File: src/rtl/irrig_pkg.sv
// Shared phase and irrigation-type codes for the sequencer and the downstream timer.
package irrig_pkg;

  typedef enum logic [1:0] {
    ST_IDLE  = 2'b00,
    ST_PREP  = 2'b01,
    ST_IRRIG = 2'b10,
    ST_PURGE = 2'b11
  } irrig_state_t;

  localparam logic [1:0] TYPE_SPRINKLER = 2'b00;
  localparam logic [1:0] TYPE_DRIP      = 2'b01;
  localparam logic [1:0] TYPE_MIST      = 2'b10;
  localparam logic [1:0] INVALID_TYPE   = 2'b11;

  // Wide enough to hold BLANK_CYCLES+1 for the largest legal BLANK_CYCLES (7).
  localparam int BLANK_W = 4;

endpackage

File: src/rtl/btn_sync_edge.sv
// Multi-flop synchronizer for an asynchronous button, followed by a rising-edge pulse.
module btn_sync_edge #(
  parameter int SYNC_STAGES = 2
) (
  input  logic clk,
  input  logic rst_n,
  input  logic i_btn,
  output logic o_rise
);

  logic [SYNC_STAGES-1:0] r_sync;
  logic                   r_last;

  always_ff @(posedge clk or negedge rst_n) begin
    if (!rst_n) begin
      r_sync <= '0;
      r_last <= 1'b0;
    end else begin
      r_sync <= {r_sync[SYNC_STAGES-2:0], i_btn};
      r_last <= r_sync[SYNC_STAGES-1];
    end
  end

  assign o_rise = r_sync[SYNC_STAGES-1] & ~r_last;

endmodule

File: src/rtl/irrigation_sequencer.sv
// Irrigation phase sequencer (IDLE -> PREP -> IRRIG -> PURGE) driving the shared timer.
// Optional IRRIG_ABORT_EN adds a stop_btn input that aborts PREP/IRRIG into PURGE.
module irrigation_sequencer
  import irrig_pkg::*;
#(
  parameter int SYNC_STAGES  = 2,
  parameter int BLANK_CYCLES = 2
) (
  input  logic       clk,
  input  logic       rst_n,
  input  logic       start_btn,
`ifdef IRRIG_ABORT_EN
  input  logic       stop_btn,
`endif
  input  logic [1:0] type_sel,
  input  logic       timer_done,
  output logic [1:0] state,
  output logic [1:0] irrigation_type,
  output logic       pulse_transiction,
  output logic       init_pulse,
  output logic       pump_on,
  output logic       valve_open,
  output logic       purge_open,
  output logic       busy
);

  // Loaded on every phase entry: covers the strobe cycle plus BLANK_CYCLES after init_pulse's start.
  localparam logic [BLANK_W-1:0] BLANK_LOAD = BLANK_W'(BLANK_CYCLES + 1);

  irrig_state_t       r_state;
  irrig_state_t       w_next;
  logic [1:0]         r_type;
  logic [1:0]         w_type_next;
  logic [BLANK_W-1:0] r_blank;
  logic               r_pulse;
  logic               r_init;
  logic               r_pump;
  logic               r_valve;
  logic               r_purge;
  logic               r_busy;
  logic               w_start;
  logic               w_stop;
  logic               w_timer_ok;
  logic               w_change;
  logic               w_pump;
  logic               w_valve;
  logic               w_purge;
  logic               w_busy;

  btn_sync_edge #(.SYNC_STAGES(SYNC_STAGES)) u_start_sync (
    .clk    (clk),
    .rst_n  (rst_n),
    .i_btn  (start_btn),
    .o_rise (w_start)
  );

`ifdef IRRIG_ABORT_EN
  btn_sync_edge #(.SYNC_STAGES(SYNC_STAGES)) u_stop_sync (
    .clk    (clk),
    .rst_n  (rst_n),
    .i_btn  (stop_btn),
    .o_rise (w_stop)
  );
`else
  assign w_stop = 1'b0;
`endif

  always_comb begin
    w_next      = r_state;
    w_type_next = r_type;
    w_timer_ok  = timer_done && (r_blank == '0);
    unique case (r_state)
      ST_IDLE: begin
        if (w_start && (type_sel != INVALID_TYPE)) begin
          w_next      = ST_PREP;
          w_type_next = type_sel;
        end
      end
      // Abort takes priority over a coincident timer expiry.
      ST_PREP:  if (w_stop) w_next = ST_PURGE; else if (w_timer_ok) w_next = ST_IRRIG;
      ST_IRRIG: if (w_stop || w_timer_ok) w_next = ST_PURGE;
      ST_PURGE: if (w_timer_ok) w_next = ST_IDLE;
      default:  w_next = ST_IDLE;
    endcase
    w_change = (w_next != r_state);
    w_pump   = (w_next == ST_PREP) || (w_next == ST_IRRIG);
    w_valve  = (w_next == ST_IRRIG);
    w_purge  = (w_next == ST_PURGE);
    w_busy   = (w_next != ST_IDLE);
  end

  always_ff @(posedge clk or negedge rst_n) begin
    if (!rst_n) begin
      r_state <= ST_IDLE;
      r_type  <= TYPE_SPRINKLER;
      r_blank <= '0;
      r_pulse <= 1'b0;
      r_init  <= 1'b0;
      r_pump  <= 1'b0;
      r_valve <= 1'b0;
      r_purge <= 1'b0;
      r_busy  <= 1'b0;
    end else begin
      r_state <= w_next;
      r_type  <= w_type_next;
      r_pulse <= w_change;
      r_init  <= r_pulse;
      if (w_change)
        r_blank <= BLANK_LOAD;
      else if (r_blank != '0)
        r_blank <= r_blank - BLANK_W'(1);
      r_pump  <= w_pump;
      r_valve <= w_valve;
      r_purge <= w_purge;
      r_busy  <= w_busy;
    end
  end

  assign state             = r_state;
  assign irrigation_type   = r_type;
  assign pulse_transiction = r_pulse;
  assign init_pulse        = r_init;
  assign pump_on           = r_pump;
  assign valve_open        = r_valve;
  assign purge_open        = r_purge;
  assign busy              = r_busy;

endmodule

File: config.mk
export PLATFORM = sky130hd
export DESIGN_NAME = irrigation_sequencer
export DESIGN_NICKNAME = d
export VERILOG_FILES = /design/src/rtl/irrig_pkg.sv /design/src/rtl/btn_sync_edge.sv /design/src/rtl/irrigation_sequencer.sv
export SDC_FILE = /design/constraint.sdc
export NUM_CORES = 1
export LEC_CHECK = 0
export ABC_AREA = 1
export BUFFER_PORTS_ARGS = -buffer_cell sky130_fd_sc_hd__buf_2
export CAP_MARGIN = 20
export CORE_MARGIN = 3
export CORE_UTILIZATION = 50
export CTS_CLUSTER_SIZE = 14
export DETAILED_ROUTE_END_ITERATION = 16
export PLACE_DENSITY = 0.84
export SETUP_SLACK_MARGIN = 0.02
export SLEW_MARGIN = 15
export SYNTH_ARGS = -nofsm -noshare
export SYNTH_HDL_FRONTEND = slang
export SYNTH_HIERARCHICAL = 1
export SYNTH_SLANG_ARGS = --single-unit
File: constraint.sdc
create_clock -name clk -period 1.9 [get_ports clk]
set_clock_uncertainty 0.15 [all_clocks]
set_input_delay 0.19 -clock clk [delete_from_list [all_inputs] [get_ports clk]]
set_output_delay 0.19 -clock clk [all_outputs]
set_load 0.01 [all_outputs]
==> impl_metrics.tcl <==
set metrics [dict create \
    worstSetupStartpointType "register" \
    highest_layer "met4" \
    port_buffers 15 \
    area_delta_synth_final_pct 21.6 \
    hp-class "in -> reg" \
    timing.fmax_mhz 583 \
    fin_crit_sh_pct 90.2 \
    ys_ff_latch 17 \
    grt-ovfl-total 0 \
    nFillCells 118 \
    fp.dieH_um 44.7 \
    core_area_sq_um 1350 \
    p_leak_nw 0.518 \
    yosys_warnings 6 \
    wl_met2_um 607 \
    worst_slew_pin_slew_ps 373 \
    wl_met3_um 75 \
    avgSynthCellArea_sq_um 9.58 \
    antenna_found_initial 0 \
    fin_crit_ps 1710 \
    wl_per_cell_um 11.1 \
    track_usage_pct 16.1 \
    setup_slack_ps 185 \
    synthDistinctLibCells 15 \
    antenna_left 0 \
    cts_max_level 1 \
    initial_core_util_pct 55.3 \
    pwr_density_cell_nw_per_um2 1410 \
    required_ps 1930 \
    die_w_um 44.7 \
    drc 0 \
    synthesis.nets 88 \
    clk_latency_ps 290 \
    fin_nets 112 \
    grt_pass1_vias 506 \
    wl_um 1290 \
    dr.first_iter.drc_count 29 \
    synth_area_sq_um 747 \
    ir_drop_mv 0.866 \
    clk_path_buf_depth 2 \
    dpl_worst_slack_ps 202 \
    via_count 569 \
    outcome "finished, final reports clean" \
    hold_viol_final 0 \
    viasPerCell 4.91 \
    setup_violations 0 \
    drv_cap 0 \
    netlist_instances 78 \
    max_slew_margin_pct 75.1 \
    grt_pass1_wl_um 2210 \
    yosysSeqAreaShare_pct 57.0 \
    post_cts_buffers 0 \
    drv_slew 0 \
    numCtsBuffers 3 \
    cp-end-kind "register" \
    grt_max_degree 18 \
    path_class "reg -> reg" \
    cts-root-buf "clkbuf_4" \
    first_pass_iters 4 \
    rows 13 \
    dp_hpwl_um 947 \
    drive_gt1_share_pct 28.7 \
    antennaDiodeCount 0 \
    gp_congestion 0.737 \
    crit_arrival_ps 1750 \
    cts_tree "done" \
    die_area_sq_um 1990 \
    rsz0062_at_grt "no" \
    wl_met1_um 579 \
    ios 16 \
    setup_tns_ps 0 \
    path_max_fanout 7 \
    path_clk_slew_ps 100 \
    finalPower_w 0.00128 \
    clock-sinks 17 \
]
-- through the flow --
step	hold slack (ps)	utilization, %	cell area [sq um]	instances
2_1_floorplan	-256	-	747	78
3_3_place_gp	-30.7	62.3	841	108
3_5_place_dp	-21.2	62.3	841	108
4_1_cts	87.5	67.3	908	116
5_1_grt	79.2	67.3	908	116
6_report	94.3	67.3	908	116
-- final timing paths --
| check | startpoint | to | slack [ps] | cells past startpoint |
|---|---|---|---|---|
| worst max-delay path | r_blank[0] | pump_on | 190 | 6 |
| worst min-delay path | timer_done | pulse_transiction | 90 | 3 |
| worst min register to register | u_start_sync/r_sync[0] | u_start_sync/r_sync[1] | 230 | 0 |
| min in group asynchronous | rst_n | state[0] | 190 | 2 |
| worst max register to register | r_blank[0] | pump_on | 190 | 6 |
| max in group asynchronous | rst_n | state[1] | 1140 | 2 |
-- cells by family (layout without fill, tap and decap cells) --
group	count (synthesis)	after routing	synth area share (%)
buf+inv	15	38	7.54
simple gates	38	38	26.1
flops	17	17	57.0
fa+ha+maj	4	4	6.70
compound gates	4	4	2.68
-- area by class of cell --
class                   instances  area [sq um]  area share [%]
multi-input cells              46           265            29.2
flip-flops and latches         17           425            46.8
well taps                      15          18.8            2.07
inverters                      15          56.3            6.20
repair buffers                 19           115            12.7
clock buffers                   3          22.5            2.48
clock inverters                 1          5.00           0.551
-- Yosys cell counts (all sizes together) --
cell type / instances / area share [%]
dfrtp: 17 / 57
inv: 15 / 7.5
nand3: 7 / 6.7
o21ai: 4 / 2.7
nand2: 22 / 12
nor2: 7 / 4.9
nand4: 2 / 2.5
ha: 4 / 6.7
-- sequential cells by signal, summed over array words and instances (netlist names), 2 cells and up --
name,count
u_start_sync/r_sync,2
irrigation_type,2
state,2
r_blank,4
-- critical path, stage by stage, from the launching register on --
cell	delay, ps
dfrtp_1	390
inv_1	110
ha_1	330
nand4_2	160
nand2_1	90
nand2_2	80
ha_1	290
-- power breakdown --
group | switching, W | internal (W)
clock | 0.000110 | 0.0000783
sequential | 0.0000787 | 0.000484
combinational | 0.000322 | 0.000211
total | 0.000510 | 0.000773
-- per-layer routing --
metal / vias to the layer above / track usage, %
li1: 285 / -
met1: 260 / 19.8
met2: 19 / 24.6
met3: 5 / 5.28
met4: 0 / 9.04
met5: - / 0
-- placed cells by master, fill, tap and decap left out --
master / n
buf_2: 15
clkbuf_4: 3
clkinv_2: 1
dfrtp_1: 17
dlygate4sd3_1: 4
ha_1: 4
inv_1: 14
inv_2: 1
nand2_1: 19
nand2_2: 3
nand3_1: 4
nand3_2: 3
nand4_1: 1
nand4_2: 1
nor2_1: 5
nor2_2: 1
nor2_4: 1
o21ai_0: 1
o21ai_1: 3
-- what timing repair did --
action | 4_1_cts | 5_1_grt
hold buffers | 4 | 0
endpoints found under the hold margin | 20 | 0
gates resized for setup | 0 | 0
No activity file was read; power rests on OpenSTA's default activity.
